--- config.mk ---
export PLATFORM = sky130hd
export DESIGN_NAME = coin_input_conditioner_flat
export DESIGN_NICKNAME = d
export VERILOG_FILES = /design/src/rtl/coin_cond_pkg.sv /design/src/rtl/coin_input_conditioner_if.sv /design/src/rtl/coin_input_conditioner_debounce_ch.sv /design/src/rtl/coin_input_conditioner.sv /design/src/flat_wrapper.sv
export SDC_FILE = /design/constraint.sdc
export NUM_CORES = 1
export LEC_CHECK = 0
export CAP_MARGIN = 20
export CORE_UTILIZATION = 50
export CTS_BUF_LIST = sky130_fd_sc_hd__clkbuf_8 sky130_fd_sc_hd__clkbuf_16
export CTS_CLUSTER_DIAMETER = 50
export CTS_CLUSTER_SIZE = 28
export DETAILED_ROUTE_END_ITERATION = 16
export GPL_TIMING_DRIVEN = 0
export MAX_ROUTING_LAYER = met4
export PLACE_DENSITY = 0.66
export SETUP_SLACK_MARGIN = 0.05
export SLEW_MARGIN = 15
export SYNTH_ARGS = -nofsm -noshare
export SYNTH_HDL_FRONTEND = slang
export SYNTH_HIERARCHICAL = 1
export SYNTH_SLANG_ARGS = --single-unit
--- constraint.sdc ---
create_clock -name clk -period 2.5 [get_ports clk]
set_input_delay 0.5 -clock clk [delete_from_list [all_inputs] [get_ports clk]]
set_output_delay 0.5 -clock clk [all_outputs]
set_load 0.005 [all_outputs]
--- src/rtl/coin_cond_pkg.sv ---
// Shared types and constants for the coin input conditioner.
// Contents: per-channel state enum and channel index constants.
package coin_cond_pkg;

    typedef enum logic [2:0] {
        WAIT_LO,
        IDLE,
        DEB_HI,
        HELD,
        JAM
    } ch_state_e;

    localparam int unsigned N_CH = 2;
    localparam int unsigned CH_X = 0;
    localparam int unsigned CH_Y = 1;

endpackage

--- src/rtl/coin_input_conditioner_if.sv ---
// Coin-slot bus between the raw contacts, the conditioner and the vending FSM.
// Signals:
//   coin_x_raw, coin_y_raw : raw asynchronous, bouncy slot contacts
//   coinx, coiny           : clean one-cycle coin pulses
//   coin_jam[1:0]          : bit0 = X jammed, bit1 = Y jammed
// Modports: master drives the raw contacts and observes the outputs,
// slave is the conditioner.
interface coin_input_conditioner_if;

    logic       coin_x_raw;
    logic       coin_y_raw;
    logic       coinx;
    logic       coiny;
    logic [1:0] coin_jam;

    modport master (
        output coin_x_raw,
        output coin_y_raw,
        input  coinx,
        input  coiny,
        input  coin_jam
    );

    modport slave (
        input  coin_x_raw,
        input  coin_y_raw,
        output coinx,
        output coiny,
        output coin_jam
    );

endinterface

--- src/rtl/coin_input_conditioner_debounce_ch.sv ---
// One coin channel: input synchronizer, debounce / stuck-contact FSM and counter.
// Optional jam detection is built when COIN_JAM_DETECT_EN is defined.
// Ports:
//   clk, rst  : clock, synchronous active-high reset
//   raw_i     : raw asynchronous contact
//   accept_c  : one-cycle accept event, decoded from the current state
//   jam_o     : channel currently jammed (state decode, 0 without jam detection)
module coin_debounce_ch
    import coin_cond_pkg::*;
#(
    parameter int unsigned SYNC_STAGES     = 2,
    parameter int unsigned DEBOUNCE_CYCLES = 16,
    parameter int unsigned JAM_CYCLES      = 4096,
    parameter int unsigned CNT_W           = $clog2(JAM_CYCLES + 1)
) (
    input  logic clk,
    input  logic rst,
    input  logic raw_i,
    output logic accept_c,
    output logic jam_o
);

    localparam logic [CNT_W-1:0] DEB_LAST = CNT_W'(DEBOUNCE_CYCLES - 1);
`ifdef COIN_JAM_DETECT_EN
    localparam logic [CNT_W-1:0] JAM_LAST = CNT_W'(JAM_CYCLES - 1);
`endif

    logic [SYNC_STAGES-1:0] sync_q;
    logic                   s;
    ch_state_e              state_q;
    logic [CNT_W-1:0]       cnt_q;

    // Metastability chain; s is the last stage.
    always_ff @(posedge clk) begin
        if (rst) begin
            sync_q <= '0;
        end else begin
            sync_q <= {sync_q[SYNC_STAGES-2:0], raw_i};
        end
    end

    assign s = sync_q[SYNC_STAGES-1];

    // Channel FSM; counter clears on every state change.
    always_ff @(posedge clk) begin
        if (rst) begin
            state_q <= WAIT_LO;
            cnt_q   <= '0;
        end else begin
            case (state_q)
                WAIT_LO: begin
                    // A contact already high here is never credited.
                    if (s) begin
                        state_q <= HELD;
                        cnt_q   <= '0;
                    end else if (cnt_q == DEB_LAST) begin
                        state_q <= IDLE;
                        cnt_q   <= '0;
                    end else begin
                        cnt_q <= cnt_q + CNT_W'(1);
                    end
                end
                IDLE: begin
                    if (s) begin
                        state_q <= DEB_HI;
                        cnt_q   <= CNT_W'(1);   // entry sample counts
                    end
                end
                DEB_HI: begin
                    if (!s) begin
                        state_q <= IDLE;
                        cnt_q   <= '0;
                    end else if (cnt_q == DEB_LAST) begin
                        state_q <= HELD;
                        cnt_q   <= '0;
                    end else begin
                        cnt_q <= cnt_q + CNT_W'(1);
                    end
                end
                HELD: begin
                    if (!s) begin
                        state_q <= WAIT_LO;
                        cnt_q   <= '0;
`ifdef COIN_JAM_DETECT_EN
                    end else if (cnt_q == JAM_LAST) begin
                        state_q <= JAM;
                        cnt_q   <= '0;
                    end else begin
                        cnt_q <= cnt_q + CNT_W'(1);
`endif
                    end
                end
`ifdef COIN_JAM_DETECT_EN
                JAM: begin
                    if (s) begin
                        cnt_q <= '0;
                    end else if (cnt_q == DEB_LAST) begin
                        state_q <= IDLE;
                        cnt_q   <= '0;
                    end else begin
                        cnt_q <= cnt_q + CNT_W'(1);
                    end
                end
`endif
                default: begin
                    state_q <= WAIT_LO;
                    cnt_q   <= '0;
                end
            endcase
        end
    end

    // Accept on the final stable high sample, i.e. the DEB_HI -> HELD step.
    assign accept_c = (state_q == DEB_HI) && s && (cnt_q == DEB_LAST);

`ifdef COIN_JAM_DETECT_EN
    assign jam_o = (state_q == JAM);
`else
    assign jam_o = 1'b0;
`endif

endmodule

--- src/rtl/coin_input_conditioner.sv ---
// Coin input conditioner: two debounced coin channels plus an output arbiter
// that emits at most one coin pulse per cycle without losing any coin.
// Jam detection is built when COIN_JAM_DETECT_EN is defined; otherwise
// coin_jam stays 2'b00.
// Ports:
//   clk, rst : clock, synchronous active-high reset
//   bus      : coin_input_conditioner_if.slave (raw contacts in,
//              coinx / coiny / coin_jam out, all outputs registered)
module coin_input_conditioner
    import coin_cond_pkg::*;
#(
    parameter int unsigned SYNC_STAGES     = 2,
    parameter int unsigned DEBOUNCE_CYCLES = 16,
    parameter int unsigned JAM_CYCLES      = 4096,
    parameter int unsigned CNT_W           = $clog2(JAM_CYCLES + 1)
) (
    input  logic                       clk,
    input  logic                       rst,
    coin_input_conditioner_if.slave    bus
);

    logic [N_CH-1:0] raw;
    logic [N_CH-1:0] accept_c;
    logic [N_CH-1:0] jam;

    logic       coinx_q, coinx_d;
    logic       coiny_q, coiny_d;
    logic       pend_x_q, pend_x_d;
    logic       pend_y_q, pend_y_d;
    logic [1:0] coin_jam_q;

    assign raw[CH_X] = bus.coin_x_raw;
    assign raw[CH_Y] = bus.coin_y_raw;

    coin_debounce_ch #(
        .SYNC_STAGES     (SYNC_STAGES),
        .DEBOUNCE_CYCLES (DEBOUNCE_CYCLES),
        .JAM_CYCLES      (JAM_CYCLES),
        .CNT_W           (CNT_W)
    ) u_ch_x (
        .clk      (clk),
        .rst      (rst),
        .raw_i    (raw[CH_X]),
        .accept_c (accept_c[CH_X]),
        .jam_o    (jam[CH_X])
    );

    coin_debounce_ch #(
        .SYNC_STAGES     (SYNC_STAGES),
        .DEBOUNCE_CYCLES (DEBOUNCE_CYCLES),
        .JAM_CYCLES      (JAM_CYCLES),
        .CNT_W           (CNT_W)
    ) u_ch_y (
        .clk      (clk),
        .rst      (rst),
        .raw_i    (raw[CH_Y]),
        .accept_c (accept_c[CH_Y]),
        .jam_o    (jam[CH_Y])
    );

    // Grant order: pending Y, pending X, fresh X, fresh Y; losers go pending.
    // Pending flags are one deep: a channel cannot re-accept within 2 cycles.
    always_comb begin
        coinx_d = 1'b0;
        coiny_d = 1'b0;
        if (pend_y_q) begin
            coiny_d = 1'b1;
        end else if (pend_x_q) begin
            coinx_d = 1'b1;
        end else if (accept_c[CH_X]) begin
            coinx_d = 1'b1;
        end else if (accept_c[CH_Y]) begin
            coiny_d = 1'b1;
        end
        pend_x_d = (pend_x_q | accept_c[CH_X]) & ~coinx_d;
        pend_y_d = (pend_y_q | accept_c[CH_Y]) & ~coiny_d;
    end

    always_ff @(posedge clk) begin
        if (rst) begin
            coinx_q    <= 1'b0;
            coiny_q    <= 1'b0;
            pend_x_q   <= 1'b0;
            pend_y_q   <= 1'b0;
            coin_jam_q <= 2'b00;
        end else begin
            coinx_q    <= coinx_d;
            coiny_q    <= coiny_d;
            pend_x_q   <= pend_x_d;
            pend_y_q   <= pend_y_d;
            coin_jam_q <= {jam[CH_Y], jam[CH_X]};
        end
    end

    assign bus.coinx    = coinx_q;
    assign bus.coiny    = coiny_q;
    assign bus.coin_jam = coin_jam_q;

endmodule

--- src/flat_wrapper.sv ---
// flat-port wrapper written by rule: the top's interface ports become plain ports
module coin_input_conditioner_flat import coin_cond_pkg::*;
#(
    parameter int unsigned SYNC_STAGES     = 2,
    parameter int unsigned DEBOUNCE_CYCLES = 16,
    parameter int unsigned JAM_CYCLES      = 4096,
    parameter int unsigned CNT_W           = $clog2(JAM_CYCLES + 1)
)
  (clk, rst, bus_coin_x_raw, bus_coin_y_raw, bus_coinx, bus_coiny, bus_coin_jam);
  coin_input_conditioner_if bus_i ();
  input  logic clk;
  input  logic rst;
  input wire logic [$bits(bus_i.coin_x_raw)-1:0] bus_coin_x_raw;
  input wire logic [$bits(bus_i.coin_y_raw)-1:0] bus_coin_y_raw;
  output wire logic [$bits(bus_i.coinx)-1:0] bus_coinx;
  output wire logic [$bits(bus_i.coiny)-1:0] bus_coiny;
  output wire logic [$bits(bus_i.coin_jam)-1:0] bus_coin_jam;
  assign bus_i.coin_x_raw = bus_coin_x_raw;
  assign bus_i.coin_y_raw = bus_coin_y_raw;
  assign bus_coinx = bus_i.coinx;
  assign bus_coiny = bus_i.coiny;
  assign bus_coin_jam = bus_i.coin_jam;
  coin_input_conditioner #(.SYNC_STAGES(SYNC_STAGES), .DEBOUNCE_CYCLES(DEBOUNCE_CYCLES), .JAM_CYCLES(JAM_CYCLES), .CNT_W(CNT_W)) u_core (.clk(clk), .rst(rst), .bus(bus_i));
endmodule
Word level (Yosys, flattened, before mapping)
Index checks and enable logic that the tools add are counted.
{ "totals": {"reg_bits": 40, "latchBits": 0, "ram_bits": 0, "mem_bits_ro": 0, "in_bits": 4, "output_inout_bits": 4, "word_cells": 77, "memories": 0} }
{ "classes": {"n_addsub": 2, "mul": 0, "n_div": 0, "n_lt_le_gt_ge": 0, "n_eq_ne": 16, "shift": 0, "mux": 33, "n_bitwise": 6, "n_reduce_logical": 10} }
{ "ops": {"columns": ["operator", "count"], "rows": [
  ["$mux W13", 10],
  ["$pmux W13 S4", 2],
  ["$mux W3", 12],
  ["$add A13 B1 Y13 const B", 2],
  ["$eq A13 B4 Y1 const B", 2],
  ["$pmux W3 S4", 2],
  ["$eq A3 B2 Y1 const B", 4],
  ["$ne A3 B3 Y1 const B", 4],
  ["$ne A2 B2 Y1 const B", 4],
  ["$reduce_and A4 Y1", 2],
  ["$mux W1", 7],
  ["$eq A3 B1 Y1 const B", 2],
  ["$logic_not A3 Y1", 2],
  ["$logic_and A1 B1 Y1", 4],
  ["$reduce_and A2 Y1", 2],
  ["$and A1 B1 Y1", 2],
  ["$not A1 Y1", 2],
  ["$or A1 B1 Y1", 2]
]} }

Logic depth before layout (Yosys ltp)
{ "depth": {"word_depth": 9, "mapped_depth": 6, "ltp_nobuf": 6} }

By module
Netlist, hierarchy kept.
{ "by_module_without_submodules": {"columns": ["module", "instances", "cells_each", "area_per_inst_um2", "seq_area_each_um2"], "rows": [
  ["coin_debounce_ch at u_core.u_ch_y", 1, 102, 920.9, 340.3],
  ["coin_debounce_ch at u_core.u_ch_x", 1, 96, 799.5, 340.3],
  ["coin_input_conditioner", 1, 15, 177.7, 120.1]
]} }

Worst setup path after synthesis
OpenSTA, ideal clock, no wires.
{ "synth_timing": {"kind": "reg-to-reg", "from": "reg u_core.u_ch_x.cnt_q[0]", "to": "reg u_core.u_ch_x.cnt_q[3]", "setup_ns": 0.135, "arrival_ns": 1.519, "required_time_ns": 2.365, "slack_ns": 0.846, "path_stages_with_launch": 6, "path_buffers": 0, "synth_period_minus_slack_ns": 1.654, "path_cell_list": "dfxtp_1 ha_1 and3_1 nand4_1 o21ai_1 nor2_1"} }
{ "synth_between": {"elab_chain_cells": 4, "word_cells_on_any_way": 6, "cone_classes": "1 x add/sub; 1 x eq/ne; 4 x mux"} }
{ "synth_rtl": {"columns": ["item", "line", "rtl"], "rows": [
  ["from (decl)", "coin_input_conditioner_debounce_ch.sv:31", "logic [CNT_W-1:0] cnt_q;"],
  ["from (signal assigned)", "coin_input_conditioner_debounce_ch.sv:60", "cnt_q <= cnt_q + CNT_W'(1);"],
  ["from (signal assigned)", "coin_input_conditioner_debounce_ch.sv:77", "cnt_q <= cnt_q + CNT_W'(1);"],
  ["$add A13 B1 Y13 / $eq A13 B4 Y1 (equally long branches)", null, null],
  ["$mux W13 *", "coin_input_conditioner_debounce_ch.sv:56, coin_input_conditioner_debounce_ch.sv:73", null],
  ["$mux W13, on equally long branches", "coin_input_conditioner_debounce_ch.sv:70, coin_input_conditioner_debounce_ch.sv:53", null],
  ["$pmux W13 S4 *", "coin_input_conditioner_debounce_ch.sv:50", "case (state_q)"]
]} }
Every way passes the cells marked *; elsewhere a longest branch is shown, timed or not.
A chain may end at the register's enable or synchronous reset.

==> run metrics <==
outcome=complete, no violations; CP Cell Sequence=clkdlybuf4s50_1, clkbuf_1, nor2_1, o21ai_1, nor2_1; placed insts=268; slowest stage cell on the critical path=clkdlybuf4s50_1; crit path max fanout=14; largest net degree at the start of global routing=15; final design utilization=58.58%; crit end category=flip-flop; initial antenna violation count=0; max frequency=472.8 MHz; Final setup viols=0; CP dominant cell by count=nor2_1; PD cells=approximately 610 mW/mm2; Root Driver=clkbuf_8; TritonCTS Buffers=5; hold depth=1; Int Pwr=998.1 uW; Layout Cell Area excl Fill=0.002145 mm2; Req. time, crit path=2.66 ns; wire length per cell after detailed routing=approximately 13 um; die span in x=63.61 um; Starting Density=51.85%; Yosys reg bits=40; Avg Inst Size Synth=8.911 um2; clk_lat worst skew=0.29 ns; register area share after synthesis=42.19%; delay-heaviest family, CP=buffers and inverters; global-route wire length before repair=6.513 mm; Hold Violations, Final=0; number of H-tree levels=2; antenna-violating nets left=0; fin cells=~280; GPL Wtd Cong=approximately 0.83; Net Sw Power=around 310 uW; clock share of power=between 40% and 50%; RR Startpoint=u_core/u_ch_x/cnt_q[0]; Die ar.=0.004046 mm2; number of global-route vias before repair=1517; Worst setup startpoint=rst; Tightest Hold Check Type=flip-flop to flip-flop; Post-synth EDFFs=0; Crit Path Category=input port to flip-flop; global route overflow=0; worst-margin pin slew=0.6484 ns; post-synthesis cell area=0.001898 mm2; leakage power=0.0006777 uW; yosys warns=6; most frequent cells in the layout=dfxtp_1, nor2_1, nand2_1; DPL Wire Length=2.608 mm; area post-placement=around 0.0020 mm2; PostCTS Resize Cnt=0; vias per cell=5.652; Mapped Nets=219; CTS tree=done; CP peak stage delay=0.81 ns; Comb pwr share=7.8%; setup bufs post-CTS=0; RSZ-0062 raised after global routing=false; vias after detailed routing=1560; flop-to-flop setup slack=between 0.4 and 0.5 ns; sequential power share=51.3%; Final period util=84.60%; MaxCap Viol Count=0; DRC=0; io pins=8; Hold Startpoint=u_core/u_ch_y/sync_q[0]; IO Port Bufs=7; startpoint types=input port; Clock transition at path regs=0.08 ns; worst path bufs/invs=2; Slew headroom=56.48%; Total Nets Final=233; share of cells above drive strength 1=7.895%; clock period minus worst slack=2.115 ns; Final Skew=0.006609 ns; most common cell after layout, fill and taps aside=dfxtp_1; Main synth FF type=dfxtp_1; CTS Hold Bufs=0; Die Height=between 60 and 70 um; TritonCTS Sinks=40; Unique masters post-synth=47; Arr. time, crit path=approximately 2.3 ns; Peak VDD IR=roughly 0.46 mV; Layout area overhead=12.99%; final-report max-slew violation count=0; gr usage total=21.36%; Final WS setup=just under 0.4 ns; Pre-antenna DRT Iters=4; setup TNS=0 ns; Synth Instances=between 200 and 250; number of placement rows=22; Hold EP=u_core/u_ch_y/sync_q[1]; Core ar.=0.003661 mm2; worst reg-to-reg path cell count=5; Post-synth ARST share=0%; reg2reg end=u_core/u_ch_x/cnt_q[8]; Clock Path Buffers=2; DRT iter0 DRCs=88; antenna cells=0; sw frac=23.88%; pre-CTS setup slack=0.06761 ns; WL final=3.650 mm
[worst max path at each step]
stage | to | cells after the start
floorplan | u_core/u_ch_x/cnt_q[3] | 5
CTS | u_core/u_ch_x/cnt_q[8] | 5
global placement | u_core/u_ch_x/cnt_q[4] | 5
global route | u_core/u_ch_x/cnt_q[4] | 5
finish | u_core/u_ch_x/cnt_q[8] | 5
detailed placement | u_core/u_ch_x/cnt_q[8] | 5
[worst register-to-register path: cells and delay by family, from the launching register on]
kind | cells | cell delay, ns
DFF | 1 | 0.40
adders and majority gates | 1 | 0.22
and+or+nand+nor | 3 | 0.67
AOI/OAI and AO/OA | 1 | 0.66
[Yosys cell counts, types with 4 or more instances]
| cell | n | area [um2] |
|---|---|---|
| a211oi_1 | 9 | 67.56 |
| a21oi_1 | 6 | 30.03 |
| a31oi_1 | 7 | 43.79 |
| and3_1 | 4 | 25.02 |
| dfxtp_1 | 40 | 800.8 |
| inv_1 | 10 | 37.54 |
| nand2_1 | 12 | 45.04 |
| nand2b_1 | 4 | 25.02 |
| nand3_1 | 5 | 25.02 |
| nand4_1 | 8 | 50.05 |
| nor2_1 | 24 | 90.09 |
| nor2b_1 | 10 | 62.56 |
| nor3_1 | 6 | 30.03 |
| nor4_1 | 6 | 37.54 |
| o21ai_0 | 5 | 25.02 |
| xnor2_1 | 10 | 87.58 |
[registers in the layout, indices dropped and copies added (netlist names)]
signal and cells:
u_core/u_ch_y/sync_q 2, u_core/pend_x_q 1, u_core/bus.coin_jam 2, u_core/u_ch_x/cnt_q 13, u_core/pend_y_q 1, u_core/bus.coinx 1, u_core/u_ch_x/sync_q 2, u_core/u_ch_y/state_q 2
u_core/u_ch_x/state_q 2, u_core/bus.coiny 1, u_core/u_ch_y/cnt_q 13
[stage by stage]
stage	hold WS (ns)	power (uW)
2_1_floorplan	0.4138	758.1
3_3_place_gp	0.4201	784.2
3_5_place_dp	0.4359	789.2
4_1_cts	0.4551	1328
5_1_grt	0.4814	1373
6_report	0.4550	1311
[cell families (layout without fill, tap and decap cells)]
kind of cell,count (synthesis),in the layout,synth area share (%)
other,2,2,0.3957
flip-flops,40,40,42.19
AND/OR/NAND/NOR,97,97,29.20
adder cells (fa/ha/maj),2,2,1.318
buffers and inverters,15,30,3.362
AO/OA/AOI/OAI,45,45,18.00
XOR/XNOR,12,12,5.537
[layout make-up]
type | instances | area, um2
Fill cell | 331 | 1516
Clock inverter | 3 | 47.55
Clock buffer | 5 | 68.82
Multi-Input combinational cell | 158 | 1033
Buffer | 5 | 26.28
Tap cell | 48 | 60.06
Sequential cell | 40 | 800.8
Inverter | 10 | 37.54
Timing Repair Buffer | 7 | 70.07
[power groups by stage]
stage	Combinational [uW]	Sequential (uW)	Clock, uW
3_3_place_gp	97.7	686	0
5_1_grt	114	676	583
4_1_cts	102	673	553
2_1_floorplan	74.1	684	0
3_5_place_dp	101	688	0
6_report	102	673	536
[layer usage]
layer  GRT usage, %  routed length (um)  vias up
met1          22.32                1617      728
met5              -                   0        -
met2          37.10                1887       22
met4          8.807                  34        0
li1               -                   -      806
met3          6.341                 111        4
No activity file was read; power rests on OpenSTA's default activity.
